<file path="config.mk">
export PLATFORM = sky130hd
export DESIGN_NAME = fetch_unit
export DESIGN_NICKNAME = d
export VERILOG_FILES = /design/src/rtl/fetch_unit.sv
export SDC_FILE = /design/constraint.sdc
export NUM_CORES = 1
export LEC_CHECK = 0
export BUFFER_PORTS_ARGS = -buffer_cell sky130_fd_sc_hd__buf_2
export CORE_ASPECT_RATIO = 1.25
export CORE_MARGIN = 8
export CORE_UTILIZATION = 56
export CTS_CLUSTER_SIZE = 12
export DETAILED_ROUTE_END_ITERATION = 6
export PLACE_DENSITY = 0.8
export SYNTH_ARGS = -nofsm -noshare
export SYNTH_HDL_FRONTEND = slang
export SYNTH_SLANG_ARGS = --single-unit
</file>
<file path="constraint.sdc">
create_clock -name clk -period 2.8 [get_ports clk]
set_clock_uncertainty 0.15 [all_clocks]
set_input_delay 0 -clock clk [delete_from_list [all_inputs] [get_ports clk]]
set_output_delay 0 -clock clk [all_outputs]
set_load 0.05 [all_outputs]
</file>
<file path="src/rtl/fetch_unit.sv">
// Instruction fetch stage: PC, synchronous imem request, 2-entry
// instruction queue with valid/ready handshake toward the decoder.
module fetch_unit #(
    parameter logic [31:0] RESET_PC = 32'h0000_0000,
    parameter int          IMEM_AW  = 10
) (
    input  logic               clk,
    input  logic               rst,
    output logic               imem_req,
    output logic [IMEM_AW-1:0] imem_addr,
    input  logic [31:0]        imem_rdata,
    input  logic               redirect_valid,
    input  logic [31:0]        redirect_pc,
    output logic [31:0]        instr,
    output logic [31:0]        instr_pc,
    output logic               instr_valid,
    input  logic               instr_ready
);

    logic [31:0] fetch_pc;
    logic [31:0] inflight_pc;
    logic        inflight;
    logic [31:0] q_instr [2];
    logic [31:0] q_pc    [2];
    logic        head;
    logic [1:0]  count;

    logic        pop;
    logic        push;
    logic        wr_idx;
    logic [2:0]  occ;

    assign instr_valid = (count != 2'd0);
    assign instr       = q_instr[head];
    assign instr_pc    = q_pc[head];

    assign pop    = instr_valid && instr_ready;
    assign push   = inflight && !redirect_valid;
    assign occ    = {1'b0, count} + {2'b00, inflight};
    // At count 2 the tail slot is the head slot being popped.
    assign wr_idx = head ^ count[0];

    assign imem_req  = !rst && !redirect_valid &&
                       (occ < (3'd2 + {2'b00, pop}));
    assign imem_addr = fetch_pc[IMEM_AW+1:2];

    always_ff @(posedge clk) begin
        if (rst) begin
            fetch_pc    <= RESET_PC;
            inflight    <= 1'b0;
            inflight_pc <= 32'h0;
            head        <= 1'b0;
            count       <= 2'd0;
            q_instr[0]  <= 32'h0;
            q_instr[1]  <= 32'h0;
            q_pc[0]     <= 32'h0;
            q_pc[1]     <= 32'h0;
        end else if (redirect_valid) begin
            fetch_pc <= redirect_pc & 32'hFFFF_FFFC;
            inflight <= 1'b0;
            count    <= 2'd0;
        end else begin
            inflight <= imem_req;
            if (imem_req) begin
                fetch_pc    <= fetch_pc + 32'd4;
                inflight_pc <= fetch_pc;
            end
            if (push) begin
                q_instr[wr_idx] <= imem_rdata;
                q_pc[wr_idx]    <= inflight_pc;
            end
            if (pop) begin
                head <= !head;
            end
            count <= count + {1'b0, push} - {1'b0, pop};
        end
    end

    always_ff @(posedge clk) begin
        if (!rst) begin
            assert (!(push && count == 2'd2 && !pop))
                else $error("fetch queue overflow");
            assert (count != 2'd3)
                else $error("fetch queue count out of range");
        end
    end

endmodule

</file>
# Yosys cells after proc, flatten, opt, wreduce, memory -nomap -nowiden
# Memory sizes are Yosys's and may differ from the RTL's. A register that Yosys moved wholly into a read port is not among the register bits.
# Cells that the tools add are included.
# op_classes
n_addsub,5
n_lt_le_gt_ge,1
mux,18
bitwise,2
n_reduce_logical,14
# op_table
cell,n
$mux 32,4
$reduce_or 32->1,2
$add 32x3->32 const B,1
$mux 1,14
$logic_and 1x1->1,4
$reduce_and 2->1,2
$reduce_bool 2->1,2
$add 2x1->3,1
$add 2x1->3 const A,1
$logic_not 1->1,3
$lt 3x3->1,1
$add 2x1->2,1
$reduce_or 2->1,1
$sub 2x1->2,1
$not 1->1,1
$xor 1x1->1,1
# totals
reg_bits,68
mem_bits_rw,128
in_bits,68
output_inout_bits,76
wordCells,48
mem_count,2
# memory_table
name,words,word_bits,rd,rd_clocked_by_memory_dff,wr,line_no,rtl
q_instr,2,32,1,1,2,23,logic [31:0] q_instr [2];
q_pc,2,32,1,1,2,24,logic [31:0] q_pc [2];

# Depth between registers and ports, before layout
# depth
depth_word,8
ltp_mapped,9
mapped_depth_nobuf,8

# Worst setup path after synthesis
# Ideal clock, no wire load.
# synth_timing
kind,reg2reg
startpoint,register count[0]
endpoint,register inflight_pc[22]
setup_time_ns,0.070
arrival_time_ns,2.163
required_ns,2.580
slack_ns,0.417
stages_incl_launch_ff,10
n_path_buf,2
period_less_slack_ns,2.383
cell_sequence,dfxtp_1 > ha_1 > ha_1 > clkbuf_1 > nor3_1 > nand2_1 > inv_1 > clkbuf_1 > nand2_1 > a21oi_1
# synth_between
elab_chain_len,6
elab_cells_between_ends,7
classes_between,2 x add/sub; 1 x order compare; 4 x reduce/logical
# synth_lines
item,line_no,rtl
"start, declared",26,logic [1:0] count;
"start signal, assigned",75,"count <= count + {1'b0, push} - {1'b0, pop};"
$reduce_bool 2->1,33,assign instr_valid = (count != 2'd0);
$logic_and 1x1->1,37,assign pop = instr_valid && instr_ready;
$add 2x1->3,44,"(occ < (3'd2 + {2'b00, pop}));"
$lt 3x3->1 (*),44,
$logic_and 1x1->1 (*),43,assign imem_req = !rst && !redirect_valid &&
via imem_req,9,"output logic imem_req,"
$reduce_and 2->1 (no line) (*),--,
"end signal, assigned",66,inflight_pc <= fetch_pc;
"end, declared",21,logic [31:0] inflight_pc;
# The timed path passes the listed nets; every way through them passes the cells marked *.
# A chain may end at the register's enable or synchronous reset.

# Worst setup path after layout
# layout_timing
startpoint,register count[0]
endpoint,register fetch_pc[24]
# layout_between
elab_chain_len,6
elab_cells_between_ends,7
classes_between,2 x add/sub; 1 x order compare; 4 x reduce/logical
# layout_lines
item,line_no,rtl
$reduce_bool 2->1,33,
$logic_and 1x1->1,37,
$add 2x1->3,44,
$lt 3x3->1 (*),44,
$logic_and 1x1->1 (*),43,
$reduce_bool 2->1 (no line) (*),--,
"end signal, assigned",59,fetch_pc <= redirect_pc & 32'hFFFF_FFFC;
"end signal, assigned",65,fetch_pc <= fetch_pc + 32'd4;
"end, declared",20,logic [31:0] fetch_pc;
# Mark *: on every way between the ends. The rest lies on a longest branch, timed or not.

==> flow_summary.json <==
{
  "core_region_area_sq_mm": 0.01489,
  "wire_per_inst_um": 17.18,
  "nNetsFinal": 998,
  "power_frac_seq_pct": 49.9,
  "crit_end": "fetch_pc[24]",
  "synth_cell_type_count": 55,
  "min_path_type": "in2reg",
  "synth.top_cells.by_area": "edfxtp_1, dfxtp_1, and2_1",
  "yosys.area.top_type": "edfxtp_1",
  "slew_headroom_pct": 58.92,
  "portBuffers": 139,
  "drive_gt1_share_pct": 28.14,
  "async_flop_share_pct": 0,
  "syn2layout_area_growth_pct": 27.17,
  "slowest_delay_ns": 0.58,
  "die_area_sq_mm": 0.01928,
  "critPathBufInv": 1,
  "clkSinkCount": 189,
  "worst_pin_slew_ns": 0.6129,
  "pre_cts_ws_ns": 0.5121,
  "crit_family": "simple AND/OR/NAND/NOR gates",
  "ys_seq_area_share_pct": 59.53,
  "cp_slowest_cell": "dlygate4sd3_1",
  "dieWidth_um": 125.8,
  "grt_start_max_net_pins": 63,
  "finalHoldViolations": 0,
  "p_leak_nw": 4.293,
  "cap_violations": 0,
  "status": "complete, no violations",
  "critPathArrivalTime_ns": 2.89,
  "insertedDiodeCount": 0,
  "firstDrtPassIters": 5,
  "drtIter0Drc": 514,
  "power.share.clock_pct": 38.9,
  "slew_viol_final": 0,
  "numCtsBuffers": 17,
  "combinationalPowerShare_pct": 11.1,
  "avgSynthCellArea_sq_um": 11.66,
  "initial_utilization_pct": 56.69,
  "crit_top_cell": "ha_1",
  "yosys.area.top_type_share_pct": 44.12,
  "place_area_sq_mm": 0.009256,
  "finalInstanceArea_sq_mm": 0.01073,
  "wl_met1_mm": 7.704,
  "netlist_area_sq_mm": 0.008441,
  "num_io_pins": 144,
  "max-vdd-ir-drop_uv": 345.3,
  "cp.required_ns": 2.96,
  "clk_pin_slew_ns": 0.07,
  "tritoncts": "built",
  "r2r_end": "fetch_pc[24]",
  "ys.warnings.count": 0,
  "antenna_found_initial": 0,
  "grt_pass1_wl_mm": 31.41,
  "first_global_vias": 6331,
  "r2r_start": "count[0]",
  "highest_layer": "met4",
  "swShare_pct": 24.06,
  "ys_ff_latch": 189,
  "r2r_setup_slack_ns": 0.07,
  "grt.total_usage_pct": 20.27,
  "ant_nets": 0,
  "hold_slack_ns": 0.2421,
  "fin_ws_ns": 0.06692,
  "synth_edf_count": 124,
  "timing.critical_path.fanout_max": 5,
  "clock_path_buffers": 2,
  "gp_congestion": 0.8526,
  "intPower_mw": 4.790,
  "setup_viol": 0,
  "post-route-period-util_pct": 97.61,
  "power_switching_mw": 1.518,
  "rows": 50,
  "start_kind": "flip-flop",
  "wl_mm": 19.25,
  "path_depth": 7,
  "clk_latency_ns": 0.42,
  "dr_wl_met2_mm": 10.14,
  "hpwl_mm": 11.89,
  "synthCells": 724,
  "post-route-drc-count": 0,
  "critPathKind": "reg2reg",
  "die_height_um": 153.3,
  "met3WireLength_um": 972,
  "reg2reg_depth": 7,
  "cts_max_level": 4,
  "nFillCells": 1034,
  "end_kind": "flip-flop",
  "synth_top_flop_cell": "edfxtp_1",
  "cp-startpoint": "count[0]",
  "fmax_ghz": 0.3659,
  "vias": 6114,
  "cts_root_buffer": "clkbuf_16",
  "crit_chain": "ha_1 -> ha_1 -> or3_4 -> or3_1 -> o311ai_1 -> a21oi_1 -> dlygate4sd3_1",
  "overflow": 0,
  "power_density_mw_per_mm2": 587.6,
  "vias_per_cell": 5.459,
  "finalCriticalPeriod_ns": 2.733
}
worst min-delay path: cells and delay by family:
| kind | cells | cell delay [ns] |
|---|---|---|
| buf+inv | 2 | 0.64 |
| simple gates | 1 | 0.08 |
| compound gates | 1 | 0.05 |
cells in the mapped netlist, types with 4 or more instances:
cell type,instances
nor2_1,17
nand2_1,78
inv_1,11
ha_1,5
or2_2,4
or3_1,6
a31oi_1,13
clkbuf_1,40
dfxtp_1,65
o211ai_1,4
a21oi_1,36
a211oi_1,9
nor4_1,6
and3_1,7
a311oi_1,4
nand3_1,9
nor3_1,9
xnor2_1,17
buf_4,12
edfxtp_1,124
mux2_2,62
and2_1,132
o22ai_1,8
final cells by class:
class / count / area [sq um] / area share, %
Clock buffer: 21 / 493.0 / 4.593
Clock inverter: 11 / 123.9 / 1.154
Inverter: 11 / 41.29 / 0.3847
Multi-Input combinational cell: 468 / 3134 / 29.20
Sequential cell: 189 / 5027 / 46.84
Tap cell: 182 / 227.7 / 2.121
Timing Repair Buffer: 238 / 1687 / 15.71
power by group through the flow:
stage          Clock, mW  Combinational (mW)  Sequential, mW
6_report            2.46               0.702            3.15
3_3_place_gp           0               0.593            3.20
5_1_grt             2.62               0.746            3.16
2_1_floorplan          0               0.459            3.19
4_1_cts             2.49               0.698            3.15
3_5_place_dp           0               0.605            3.21
flip-flops by register name, indices dropped and copies added (netlist names), named ones only:
register / count
q_instr: 64
inflight_pc: 30
count: 2
inflight: 1
head: 1
q_pc: 60
fetch_pc: 30
cell families (layout without fill, tap and decap cells):
group / Yosys count / after routing / share of synthesized area, %
buffers and inverters: 68 / 281 / 3.691
AND/OR/NAND/NOR: 289 / 289 / 18.94
multiplexers: 62 / 62 / 8.272
flip-flops: 189 / 189 / 59.53
other: 1 / 2 / 0.04443
adder cells (fa/ha/maj): 5 / 5 / 0.7412
AO/OA/AOI/OAI: 90 / 90 / 6.700
XOR/XNOR: 20 / 20 / 2.075
stage by stage:
| step | TNS (ns) | utilization (%) | std cells | power, mW |
|---|---|---|---|---|
| 6_report | 0 | 72.09 | 1120 | 6.307 |
| 5_1_grt | -0.02185 | 72.09 | 1120 | 6.529 |
| 4_1_cts | 0 | 71.89 | 1118 | 6.334 |
| 3_5_place_dp | 0 | 62.17 | 1003 | 3.812 |
| 3_3_place_gp | 0 | 62.17 | 1003 | 3.790 |
| 2_1_floorplan | 0 | - | 725 | 3.644 |
per-layer routing:
metal | GRT usage [%] | vias up
met1 | 22.96 | 2939
met4 | 8.329 | 0
met2 | 36.23 | 193
li1 | - | 2947
met5 | 0 | -
met3 | 4.351 | 35
cell usage in the layout, fill, tap and decap left out, types with 16 or more instances in the layout:
master	instances
dfxtp_1	63
nand2_1	78
buf_2	138
xnor2_1	17
dlygate4sd3_1	83
and2_1	132
mux2_2	62
edfxtp_1	124
a21oi_1	36
clkbuf_16	19
nor2_1	16
timing repair:
action                     CTS  global route
resized for setup            0             5
setup buffers                0             2
hold endpoints to repair   113             0
hold buffers                83             0
setup endpoints to repair    0             8
worst min-delay path by stage:
stage / start / end / slack [ns] / cells after the start
floorplan: redirect_pc[18] / fetch_pc[18] / 0.009 / 2
global placement: redirect_pc[18] / fetch_pc[18] / 0.11 / 3
detailed placement: redirect_pc[15] / fetch_pc[15] / 0.13 / 3
CTS: redirect_pc[9] / fetch_pc[9] / 0.22 / 4
global route: redirect_pc[7] / fetch_pc[7] / 0.25 / 4
finish: redirect_pc[26] / fetch_pc[26] / 0.24 / 4
(Power assumes the default switching activity.)
